### config.mk
export PLATFORM = sky130hd
export DESIGN_NAME = dff_capture_arbiter
export DESIGN_NICKNAME = d
export VERILOG_FILES = /design/src/rtl/dff_capture_arbiter.sv
export SDC_FILE = /design/constraint.sdc
export NUM_CORES = 1
export LEC_CHECK = 0
export ABC_CLOCK_PERIOD_IN_PS = 3540
export CAP_MARGIN = 20
export CORE_UTILIZATION = 50
export DETAILED_ROUTE_END_ITERATION = 6
export PLACE_DENSITY = 0.84
export RECOVER_POWER = 100
export SETUP_SLACK_MARGIN = 0.4
export SLEW_MARGIN = 10
export SYNTH_ARGS = -nofsm -noshare
export SYNTH_HDL_FRONTEND = slang
export SYNTH_SLANG_ARGS = --single-unit
### constraint.sdc
create_clock -name clk -period 3.54 [get_ports clk]
set_input_delay 0.708 -clock clk [delete_from_list [all_inputs] [get_ports clk]]
set_output_delay 0.708 -clock clk [all_outputs]
set_load 0.1 [all_outputs]
### src/rtl/dff_capture_arbiter.sv
// ============================================================================
// Module   : dff_capture_arbiter
// Brief    : Round-robin req/gnt/ack arbiter that owns one shared WIDTH-bit
//            capture register and holds it for HOLD_CYCLES after each capture.
//            Define DFF_CAPTURE_ARBITER_FIXED_PRIO_EN for lowest-index-wins.
// Revision : 1.0 - initial release
// ============================================================================
`default_nettype none

module dff_capture_arbiter #(
    parameter int N_REQ       = 4,
    parameter int WIDTH       = 8,
    parameter int HOLD_CYCLES = 2
) (
    input  logic                                  clk,
    input  logic                                  rst,
    input  logic [N_REQ-1:0]                      req,
    input  logic [N_REQ*WIDTH-1:0]                req_data,
    output logic [N_REQ-1:0]                      gnt,
    output logic [N_REQ-1:0]                      ack,
    output logic [WIDTH-1:0]                      q,
    output logic                                  q_valid,
    output logic [((N_REQ > 1) ? $clog2(N_REQ) : 1)-1:0] q_owner,
    output logic                                  busy
);

    localparam int                 c_IDX_W     = (N_REQ > 1) ? $clog2(N_REQ) : 1;
    localparam logic [N_REQ-1:0]   c_ONE       = {{(N_REQ-1){1'b0}}, 1'b1};
    localparam logic [7:0]         c_HOLD_INIT = 8'(HOLD_CYCLES - 1);

    typedef enum logic [1:0] {
        ST_IDLE  = 2'd0,
        ST_GRANT = 2'd1,
        ST_HOLD  = 2'd2
    } state_t;

    state_t               r_state;
    logic [N_REQ-1:0]     r_gnt;
    logic [N_REQ-1:0]     r_ack;
    logic [WIDTH-1:0]     r_q;
    logic                 r_q_valid;
    logic [c_IDX_W-1:0]   r_q_owner;
    logic                 r_busy;
    logic [c_IDX_W-1:0]   r_win;
    logic [7:0]           r_hold_cnt;

    logic                 w_any;
    logic                 w_found;
    logic [c_IDX_W-1:0]   w_win;
    logic [WIDTH-1:0]     w_slice [N_REQ];

    assign w_any = |req;

    generate
        for (genvar g = 0; g < N_REQ; g++) begin : g_slice
            assign w_slice[g] = req_data[g*WIDTH +: WIDTH];
        end
    endgenerate

`ifdef DFF_CAPTURE_ARBITER_FIXED_PRIO_EN
    // Descending scan so the lowest set index is the last (winning) write.
    always_comb begin
        w_found = 1'b0;
        w_win   = '0;
        for (int k = N_REQ - 1; k >= 0; k--) begin
            if (req[c_IDX_W'(k)]) begin
                w_found = 1'b1;
                w_win   = c_IDX_W'(k);
            end
        end
    end
`else
    logic [c_IDX_W-1:0]   r_rr_ptr;
    logic                 w_release;
    logic [c_IDX_W-1:0]   w_next_ptr;

    always_comb begin
        w_found = 1'b0;
        w_win   = '0;
        for (int k = 0; k < N_REQ; k++) begin
            if (!w_found && req[c_IDX_W'((int'(r_rr_ptr) + k) % N_REQ)]) begin
                w_found = 1'b1;
                w_win   = c_IDX_W'((int'(r_rr_ptr) + k) % N_REQ);
            end
        end
    end

    // Pointer advances past the current winner whenever ownership ends,
    // whether by withdrawal in GRANT or by hold expiry.
    assign w_release  = ((r_state == ST_GRANT) && !req[r_win]) ||
                        ((r_state == ST_HOLD) && (r_hold_cnt == 8'd0));
    assign w_next_ptr = (r_win == c_IDX_W'(N_REQ - 1)) ? '0 : r_win + 1'b1;

    always_ff @(posedge clk or posedge rst) begin
        if (rst) begin
            r_rr_ptr <= '0;
        end else if (w_release) begin
            r_rr_ptr <= w_next_ptr;
        end
    end
`endif

    always_ff @(posedge clk or posedge rst) begin
        if (rst) begin
            r_state    <= ST_IDLE;
            r_gnt      <= '0;
            r_ack      <= '0;
            r_q        <= '0;
            r_q_valid  <= 1'b0;
            r_q_owner  <= '0;
            r_busy     <= 1'b0;
            r_win      <= '0;
            r_hold_cnt <= '0;
        end else begin
            r_ack <= '0;
            case (r_state)
                ST_IDLE: begin
                    if (w_any && w_found) begin
                        r_gnt   <= c_ONE << w_win;
                        r_win   <= w_win;
                        r_state <= ST_GRANT;
                        r_busy  <= 1'b1;
                    end
                end
                ST_GRANT: begin
                    if (req[r_win]) begin
                        r_q        <= w_slice[r_win];
                        r_q_owner  <= r_win;
                        r_q_valid  <= 1'b1;
                        r_ack      <= r_gnt;
                        r_hold_cnt <= c_HOLD_INIT;
                        r_state    <= ST_HOLD;
                    end else begin
                        r_gnt   <= '0;
                        r_state <= ST_IDLE;
                        r_busy  <= 1'b0;
                    end
                end
                ST_HOLD: begin
                    if (r_hold_cnt != 8'd0) begin
                        r_hold_cnt <= r_hold_cnt - 8'd1;
                    end else begin
                        r_gnt   <= '0;
                        r_state <= ST_IDLE;
                        r_busy  <= 1'b0;
                    end
                end
                default: begin
                    r_gnt   <= '0;
                    r_state <= ST_IDLE;
                    r_busy  <= 1'b0;
                end
            endcase
        end
    end

    assign gnt     = r_gnt;
    assign ack     = r_ack;
    assign q       = r_q;
    assign q_valid = r_q_valid;
    assign q_owner = r_q_owner;
    assign busy    = r_busy;

endmodule

`default_nettype wire

# After elaboration in Yosys (flattened, before gate mapping)
# Index checks and enable logic that the tools add are counted.
[classes] n_bitwise=1 n_div=0 n_mul=0 n_mux=42 add_sub_neg=5 shift=1 reduce_logical=21 n_eq_ne=8 order_cmp=6
[ops] operator="$mux W8" count=4
[ops] operator="$bmux W8 S2" count=1
[ops] operator="$lt A2 B4 Y1 const B" count=4
[ops] operator="$mux W1" count=16
[ops] operator="$mux W2" count=8
[ops] operator="$mux W4" count=4
[ops] operator="$pmux W8 S2" count=1
[ops] operator="$pmux W4 S3" count=1
[ops] operator="$bmux W1 S2" count=5
[ops] operator="$logic_not A8 Y1" count=1
[ops] operator="$reduce_bool A8 Y1" count=1
[ops] operator="$sub A8 B1 Y8 const B" count=1
[ops] operator="$logic_and A1 B1 Y1" count=6
[ops] operator="$ne A2 B2 Y1 const B" count=3
[ops] operator="$pmux W2 S3" count=1
[ops] operator="$reduce_and A2 Y1" count=3
[ops] operator="$reduce_and A3 Y1" count=2
[ops] operator="$add A2 B1 Y2 const B" count=2
[ops] operator="$add A2 B2 Y2 const B" count=2
[ops] operator="$eq A2 B2 Y1 const B" count=2
[ops] operator="$logic_not A1 Y1" count=4
[ops] operator="$ne A2 B1 Y1 const B" count=2
[ops] operator="$reduce_or A4 Y1" count=1
[ops] operator="$shl A1 B2 Y4 const A" count=1
[ops] operator="8 further kinds" count=8
[totals] inputBits=38 out_inout_bits=20 reg_bits=34 romBits=0 ramBits=0 latch_bits=0 wordCells=94 n_memories=0

# Logic depth before layout (Yosys ltp)
# Gate-level depths: netlist of the first run.
[logic_depth] ltp_word=16 depth_mapped=8 depth_no_buf=6

# Worst setup path before layout of the first run
# OpenSTA, ideal clock, no wires.
[synth_timing] path_type="input-to-reg" start="input port req[3]" end="register r_gnt[2] (netlist: gnt[2])" path_buffers=0 t_required_ps=3417 arrival_ps=1956 path_stages=4 slack_ps=1461 setup_time_ps=123 cell_sequence="mux4_2 > and2_1 > or3_1 > a32o_2"
[synth_between] elab_chain_cells=16 elab_cells_between_ends=36 classes_between="1 x eq/ne; 1 x shift; 25 x mux; 9 x reduce/logical"
[synth_rtl] item="start: declaration" line_no="17" rtl="input logic [N_REQ-1:0] req,"
[synth_rtl] item="$bmux W1 S2" line_no="81" rtl="if (!w_found && req[c_IDX_W'((int'(r_rr_ptr) + k) % N_REQ)]) begin"
[synth_rtl] item="$mux W1 (implied by the code) (2 in series)" line_no="81"
[synth_rtl] item="$mux W1" line_no="81"
[synth_rtl] item="$logic_not A1 Y1" line_no="81"
[synth_rtl] item="$logic_and A1 B1 Y1" line_no="81"
[synth_rtl] item="$mux W1" line_no="81"
[synth_rtl] item="$logic_not A1 Y1" line_no="81"
[synth_rtl] item="$logic_and A1 B1 Y1" line_no="81"
[synth_rtl] item="$mux W1" line_no="81"
[synth_rtl] item="$logic_not A1 Y1" line_no="81"
[synth_rtl] item="$logic_and A1 B1 Y1" line_no="81"
[synth_rtl] item="$mux W2 or $mux W1 (tied branches)" line_no="81"
[synth_rtl] item="$shl A1 B2 Y4 or $logic_and A1 B1 Y1 (tied branches)" line_no="119, 118"
[synth_rtl] item="$mux W4 or $ne A2 B2 Y1 (tied branches)"
[synth_rtl] item="$pmux W4 S3 or $reduce_and A2 Y1 (tied branches)"
[synth_rtl] item="end signal: assignment" line_no="119" rtl="r_gnt <= c_ONE << w_win;"
[synth_rtl] item="end: declaration" line_no="38" rtl="logic [N_REQ-1:0] r_gnt;"
# Several ways; a longest one is shown, not always the timed one. The select of a mux whose other input is x is not followed.
# A chain may end at the register's enable or synchronous reset.

# Final worst setup path of the first run
[layout_timing] start="input port req[0]" end="register r_gnt[2] (netlist: gnt[2])"
# Same word-level chain as after synthesis.

==> flow_summary.toml, run 1 <==
[run_status]
status = "finished clean"

[grt]
grt_pass1_wl_mm = 7.17
antenna_found_initial = 0
grt-ovfl-total = 0
grt_max_degree = 19
grt_usage = 0.233
grt_pass1_vias = 1633

[clock_network]
cts_buffer_depth = 2
worstSkewPairLatency_ns = 0.29
cts_root_buffer = "clkbuf_8"
cts_setup_buffers = 0
cts_tree = "yes"
ctsHoldBuffers = 0
h-tree-depth = 2
cts_resized = 0
clock_sinks = 34
cts_buffers = 5
clk_pin_slew_ns = 0.07

[power_and_ir_drop]
p_comb_frac = 0.623
p_sw_frac = 0.531
seq_power_share = 0.257
irDropWorstVdd_uv = 481
total_power_mw = 2.50
power_density_nw_per_um2 = 959
clkPwrFrac = 0.120
power.switching_mw = 1.33
p_int_mw = 1.17
power_leakage_nw = 1.12

[critical_path]
crit_required_ns = 3.73
cp_max_fo = 12
reg2reg_to = "r_hold_cnt[4]"
end_kind = "flop"
path_cells = "dlygate4sd3_1, mux4_2, and2_0, or3_1, a32o_2"
critPathKind = "input pin to flop"
rr_worst_depth = 6
cp-start-kind = "input pin"
worst_path_max_delay_cell = "dlygate4sd3_1"
slowest_delay_ns = 0.62
cp_num_buf_inv = 1
r2r_slack_ns = 0.90
arrival_ns = 3.01
crit_family = "simple AND/OR/NAND/NOR gates"
r2r-start = "r_hold_cnt[0]"

[route]
avgRoutedWirePerCell_um = 15.1
drtIter0Drc = 104
detail_route.vias_per_cell = 5.78
routed_wl_mm = 4.22
ant_nets = 0
num_vias = 1612
first_pass_iters = 4
drc = 0

[logic_synthesis]
syn-cell-area_sq_um = 1910
async_reset_ff_frac = 1.00
synth_cell_types = 44
seq_area_frac_synth = 0.446
synth_xor_area_frac = 0
syn_nets = 213
synth_top_family_by_area = "multiplexers"
synth_area_per_cell_sq_um = 11.3
ys.flop_type = "dfrtp_1"
ys_warn_count = 0
syn_inst = 169
synth_compound_area_frac = 0.161
synth_edf_count = 0
yosys.area_share.adder = 0.0394
yosys.area_share.simple = 0.142
synth.area.mux_share = 0.177
ys_seq_elements = 34

[min_path]
hold_path_end = "q_valid"
holdPathStages = 1
min_path_type = "flop to flop"
min_from = "q_valid"

[timing]
setup_viol = 0
worstMarginPinSlew_ns = 1.10
max_slew_margin = 0.260
hold_violations = 0
finalSetupTns_ns = 0
period_minus_slack_ns = 2.83
rsz0062_at_grt = "false"
finalCritPeriodShare = 0.798
clock.fmax_mhz = 354
fin_skew_ns = 0.00709
slew_violations = 0

[die]
die_h_um = 63.7
die_area_sq_um = 4060
start_util = 0.521
ioPinCount = 58
rows = 22
die_width_um = 63.7
core_region_area_sq_um = 3660

[layout]
drive_above_1_share = 0.152
layout.nets = 274
n_antenna_cell = 0
area_growth_syn_to_layout_pct = 36.8
instances_no_fill = 279

[flow_run]
drv_cap = 0

[placed_design]
dp.cells = 271
port-buffer-count = 57
gp_congestion = 0.842
dp_hpwl_mm = 3.22
[synthesized netlist by cell type (4+ instances only)]
cell	instances	area, sq um
dfrtp_1	34	851
mux2_2	12	135
nand2_1	11	41.3
nor2_1	11	41.3
o31ai_1	11	82.6
a21oi_1	10	50.1
inv_1	10	37.5
mux4_2	9	203
o21ai_0	7	35.0
ha_1	6	75.1
and3_1	4	25.0
nand2b_1	4	25.0
[metal layers]
layer,wire length [um],global-route usage,up-vias
met1,1820,0.286,788
met2,2170,0.392,45
li1,-,-,769
met3,138,0.0411,10
met4,97,0.119,0
met5,0,0,-
[logic make-up (layout without fill, tap and decap cells)]
logic type	Yosys count	in the layout
AO/OA/AOI/OAI	43	43
adder cells (fa/ha/maj)	6	6
buffers and inverters	16	78
flip-flops	34	34
multiplexers	21	21
AND/OR/NAND/NOR	49	49
[final cells by class]
class | instances | area [sq um]
fill | 249 | 1050
clock inverter | 2 | 12.5
timing repair buffer | 59 | 582
clock buffer | 6 | 82.6
tap | 48 | 60.1
sequential | 34 | 851
inverter | 11 | 41.3
multi-input combinational | 119 | 978
[through the flow]
stage	setup WS, ns	hold slack [ns]	area [sq um]	utilization
5_1_grt	0.601	0.518	2610	0.712
6_report	0.715	0.462	2610	0.712
2_1_floorplan	1.46	0.479	1910	-
4_1_cts	0.961	0.471	2620	0.716
3_5_place_dp	0.636	0.451	2530	0.690
3_3_place_gp	0.688	0.450	2530	0.690
[state kept, by name, indices dropped and copies added, names as in the netlist]
register and flops:
busy 1, r_state 2, q 8, r_win 2, ack 4, r_hold_cnt 8
gnt 4, r_rr_ptr 2, q_owner 2, q_valid 1
[cells in the final DEF (no fill, tap or decap), drive strengths merged, types with 2 or more instances in the layout]
cell / Yosys / routed
o21ai: 7 / 7
nand2b: 4 / 4
or3: 2 / 2
mux4: 9 / 9
nand2: 11 / 11
a32o: 2 / 2
inv: 10 / 10
clkbuf: 2 / 7
nand3b: 2 / 2
dlygate4sd3: 0 / 22
nor2: 12 / 12
clkinv: 1 / 2
nor3: 2 / 2
o31ai: 11 / 11
or4: 3 / 3
o21a: 2 / 2
and3: 4 / 4
o41ai: 2 / 2
dfrtp: 34 / 34
mux2: 12 / 12
nor4: 2 / 2
a21oi: 10 / 10
a221oi: 2 / 2
clkdlybuf4s50: 0 / 35
o22ai: 2 / 2
ha: 6 / 6
[power groups by stage]
stage               logic (mW)  clock network (mW)  registers, mW
finish                    1.56               0.301          0.642
detailed placement        1.60                   0          0.653
global placement          1.58                   0          0.650
global route              1.66               0.318          0.663
floorplan                0.641                   0           1.24
CTS                       1.61               0.304          0.646
[worst max path at each step]
stage / endpoint / depth (start not counted) / from / slack (ns)
2_1_floorplan: gnt[2] / 4 / req[3] / 1.46
3_3_place_gp: gnt[2] / 5 / req[3] / 0.69
3_5_place_dp: gnt[2] / 5 / req[3] / 0.64
4_1_cts: gnt[2] / 5 / req[3] / 0.96
5_1_grt: gnt[2] / 5 / req[0] / 0.60
6_report: gnt[2] / 5 / req[0] / 0.71
[worst register-to-register path: stages (launching register included)]
cell	delay (ns)
dfrtp_1	0.39
inv_1	0.13
ha_1	0.17
or3b_2	0.49
nor3_1	0.86
or2_2	0.33
o311ai_0	0.14
No activity file was read; power rests on OpenSTA's default activity.
==> run 2: changes to the inputs <==
--- a/config.mk
+++ b/config.mk
@@ -5,11 +5,11 @@
 export SDC_FILE = /design/constraint.sdc
 export NUM_CORES = 1
 export LEC_CHECK = 0
-export ABC_CLOCK_PERIOD_IN_PS = 3540
+export ABC_CLOCK_PERIOD_IN_PS = 2270
 export CAP_MARGIN = 20
-export CORE_UTILIZATION = 50
+export CORE_UTILIZATION = 42
 export DETAILED_ROUTE_END_ITERATION = 6
-export PLACE_DENSITY = 0.84
+export PLACE_DENSITY = 0.75
 export RECOVER_POWER = 100
 export SETUP_SLACK_MARGIN = 0.4
 export SLEW_MARGIN = 10
==> constraint.sdc (replaced) <==
create_clock -name clk -period 2.27 [get_ports clk]
set_input_delay 0.454 -clock clk [delete_from_list [all_inputs] [get_ports clk]]
set_output_delay 0.454 -clock clk [all_outputs]
set_load 0.1 [all_outputs]
==> flow_summary.toml, run 2 (same netlist as run 1, synthesis figures left out) <==
[layout]
n_antenna_cell = 0
final_common_cell = "dfrtp_1"
layout.nets = 298
regArea_sq_um = 851
area_growth_syn_to_layout_pct = 48.2
fin_area_sq_um = 2820
final_cell_mix = "dfrtp_1 (34), clkdlybuf4s50_1 (32), buf_4 (20), clkbuf_2 (17)"
nFillCells = 352
multi_input_area_sq_um = 1080
drive_above_1_share = 0.325

[critical_path]
end_kind = "flop"
crit_required_ns = 2.45
slowest_delay_ns = 0.42
critPathKind = "flop to flop"
worst_path_max_delay_cell = "dfrtp_1"
path_cells = "inv_1, ha_1, buf_4, o21a_1, clkbuf_1, nor2_1, a32o_2"
cp_max_fo = 8
arrival_ns = 2.18
cp-start-kind = "flop"

[timing]
hold_violations = 0
clock.fmax_mhz = 501
finalCritPeriodShare = 0.878
period_minus_slack_ns = 1.99
rsz0062_at_grt = "true"
fin_skew_ns = 0.00891
max_slew_margin = 0.228
worstMarginPinSlew_ns = 1.16
fin_ws_ns = 0.276
setup_viol = 0
finalSetupTns_ns = 0
slew_violations = 0

[clock_network]
ctsHoldBuffers = 0
cts_root_buffer = "clkbuf_8"
cts_buffers = 5
cts_tree = "yes"
h-tree-depth = 2
worstSkewPairLatency_ns = 0.29
clock_sinks = 34
cts_buffer_depth = 2
clk_pin_slew_ns = 0.08

[route]
drc = 0
detail_route.vias_per_cell = 5.68
routed_wl_mm = 5.02
drtIter0Drc = 88
num_vias = 1743
ant_nets = 0
first_pass_iters = 4
avgRoutedWirePerCell_um = 16.4

[grt]
grt_usage = 0.203
grt_pass1_vias = 1628
grt_max_degree = 35
grt_pass1_wl_mm = 7.73
antenna_found_initial = 0
grt-ovfl-total = 0

[die]
die_width_um = 69.4
core_region_area_sq_um = 4350
rows = 24
die_area_sq_um = 4810
die_h_um = 69.4
ioPinCount = 58
start_util = 0.438

[placed_design]
gp_congestion = 0.787
place_ws_ns = -0.00397
dp_hpwl_mm = 3.32
placed_area_sq_um = 2590
port-buffer-count = 57

[run_status]
status = "finished clean"

[power_and_ir_drop]
irDropWorstVdd_uv = 746
power_leakage_nw = 1.25
power_density_nw_per_um2 = 1530

[flow_run]
drv_cap = 0

[min_path]
min_path_type = "flop to flop"
## run 2: cell count changes in the layout (fill, tap and decap cells not counted), sizes merged
cell	delta
clkbuf	+23
bufinv	+2
clkinvlp	-1
dlygate4sd3	-21
buf	+20
dlygate4sd2	+1
clkdlybuf4s50	-3
dlymetal6s2s	+3
## run 2: power breakdown
| part | internal [mW] | switching (mW) | total, mW |
|---|---|---|---|
| combinational | 0.820 | 1.83 | 2.65 |
| sequential | 0.825 | 0.167 | 0.991 |
| clock | 0.440 | 0.234 | 0.675 |
## run 2: worst paths after layout
path                       startpoint       endpoint  slack, ns  cells after the start
min in group asynchronous         rst  r_hold_cnt[0]       0.84                      3
max reg2reg                r_state[0]         gnt[2]       0.28                      7
max in group asynchronous         rst    r_rr_ptr[1]       0.89                      3
max                        r_state[0]         gnt[2]       0.28                      7
min reg2reg                   q_valid        q_valid       0.49                      1
min                           q_valid        q_valid       0.49                      1
## run 2: layout make-up
| type | count | area share |
|---|---|---|
| Timing Repair Buffer | 83 | 0.231 |
| Multi-Input combinational cell | 119 | 0.381 |
| Clock inverter | 3 | 0.0244 |
| Clock buffer | 5 | 0.0244 |
| Sequential cell | 34 | 0.301 |
| Inverter | 11 | 0.0146 |
| Tap cell | 52 | 0.0230 |
## run 2: timing repair
item,in CTS,in global routing
gates cloned,0,0
pin swaps,4,8
resized for setup,10,21
setup buffers,7,3
endpoints found under the setup margin,13,14
## run 2: per-stage QoR
| stage | hold WS, ns | total power, mW | cells | utilization |
|---|---|---|---|---|
| floorplan | 0.479 | 2.94 | 169 | - |
| global route | 0.510 | 4.53 | 307 | 0.649 |
| detailed placement | 0.467 | 3.58 | 289 | 0.595 |
| finish | 0.490 | 4.32 | 307 | 0.649 |
| global placement | 0.454 | 3.54 | 289 | 0.595 |
| CTS | 0.494 | 4.33 | 304 | 0.647 |
## run 2: layer usage
layer  wire (um)  part of all wire  GRT usage  vias up
met4         136             0.027     0.0907        0
li1            -                 -          -      811
met5           0                 0          0        -
met3         152             0.030     0.0320       11
met2        2500              0.50      0.335       42
met1        2240              0.45      0.264      879
## run 2: worst max-delay path: cells and delay by family (launching register included)
family | cells | cell delay, ns
AND/OR/NAND/NOR | 1 | 0.16
flip-flops | 1 | 0.42
AO/OA/AOI/OAI | 2 | 0.46
buffers and inverters | 3 | 0.68
adder cells (fa/ha/maj) | 1 | 0.18
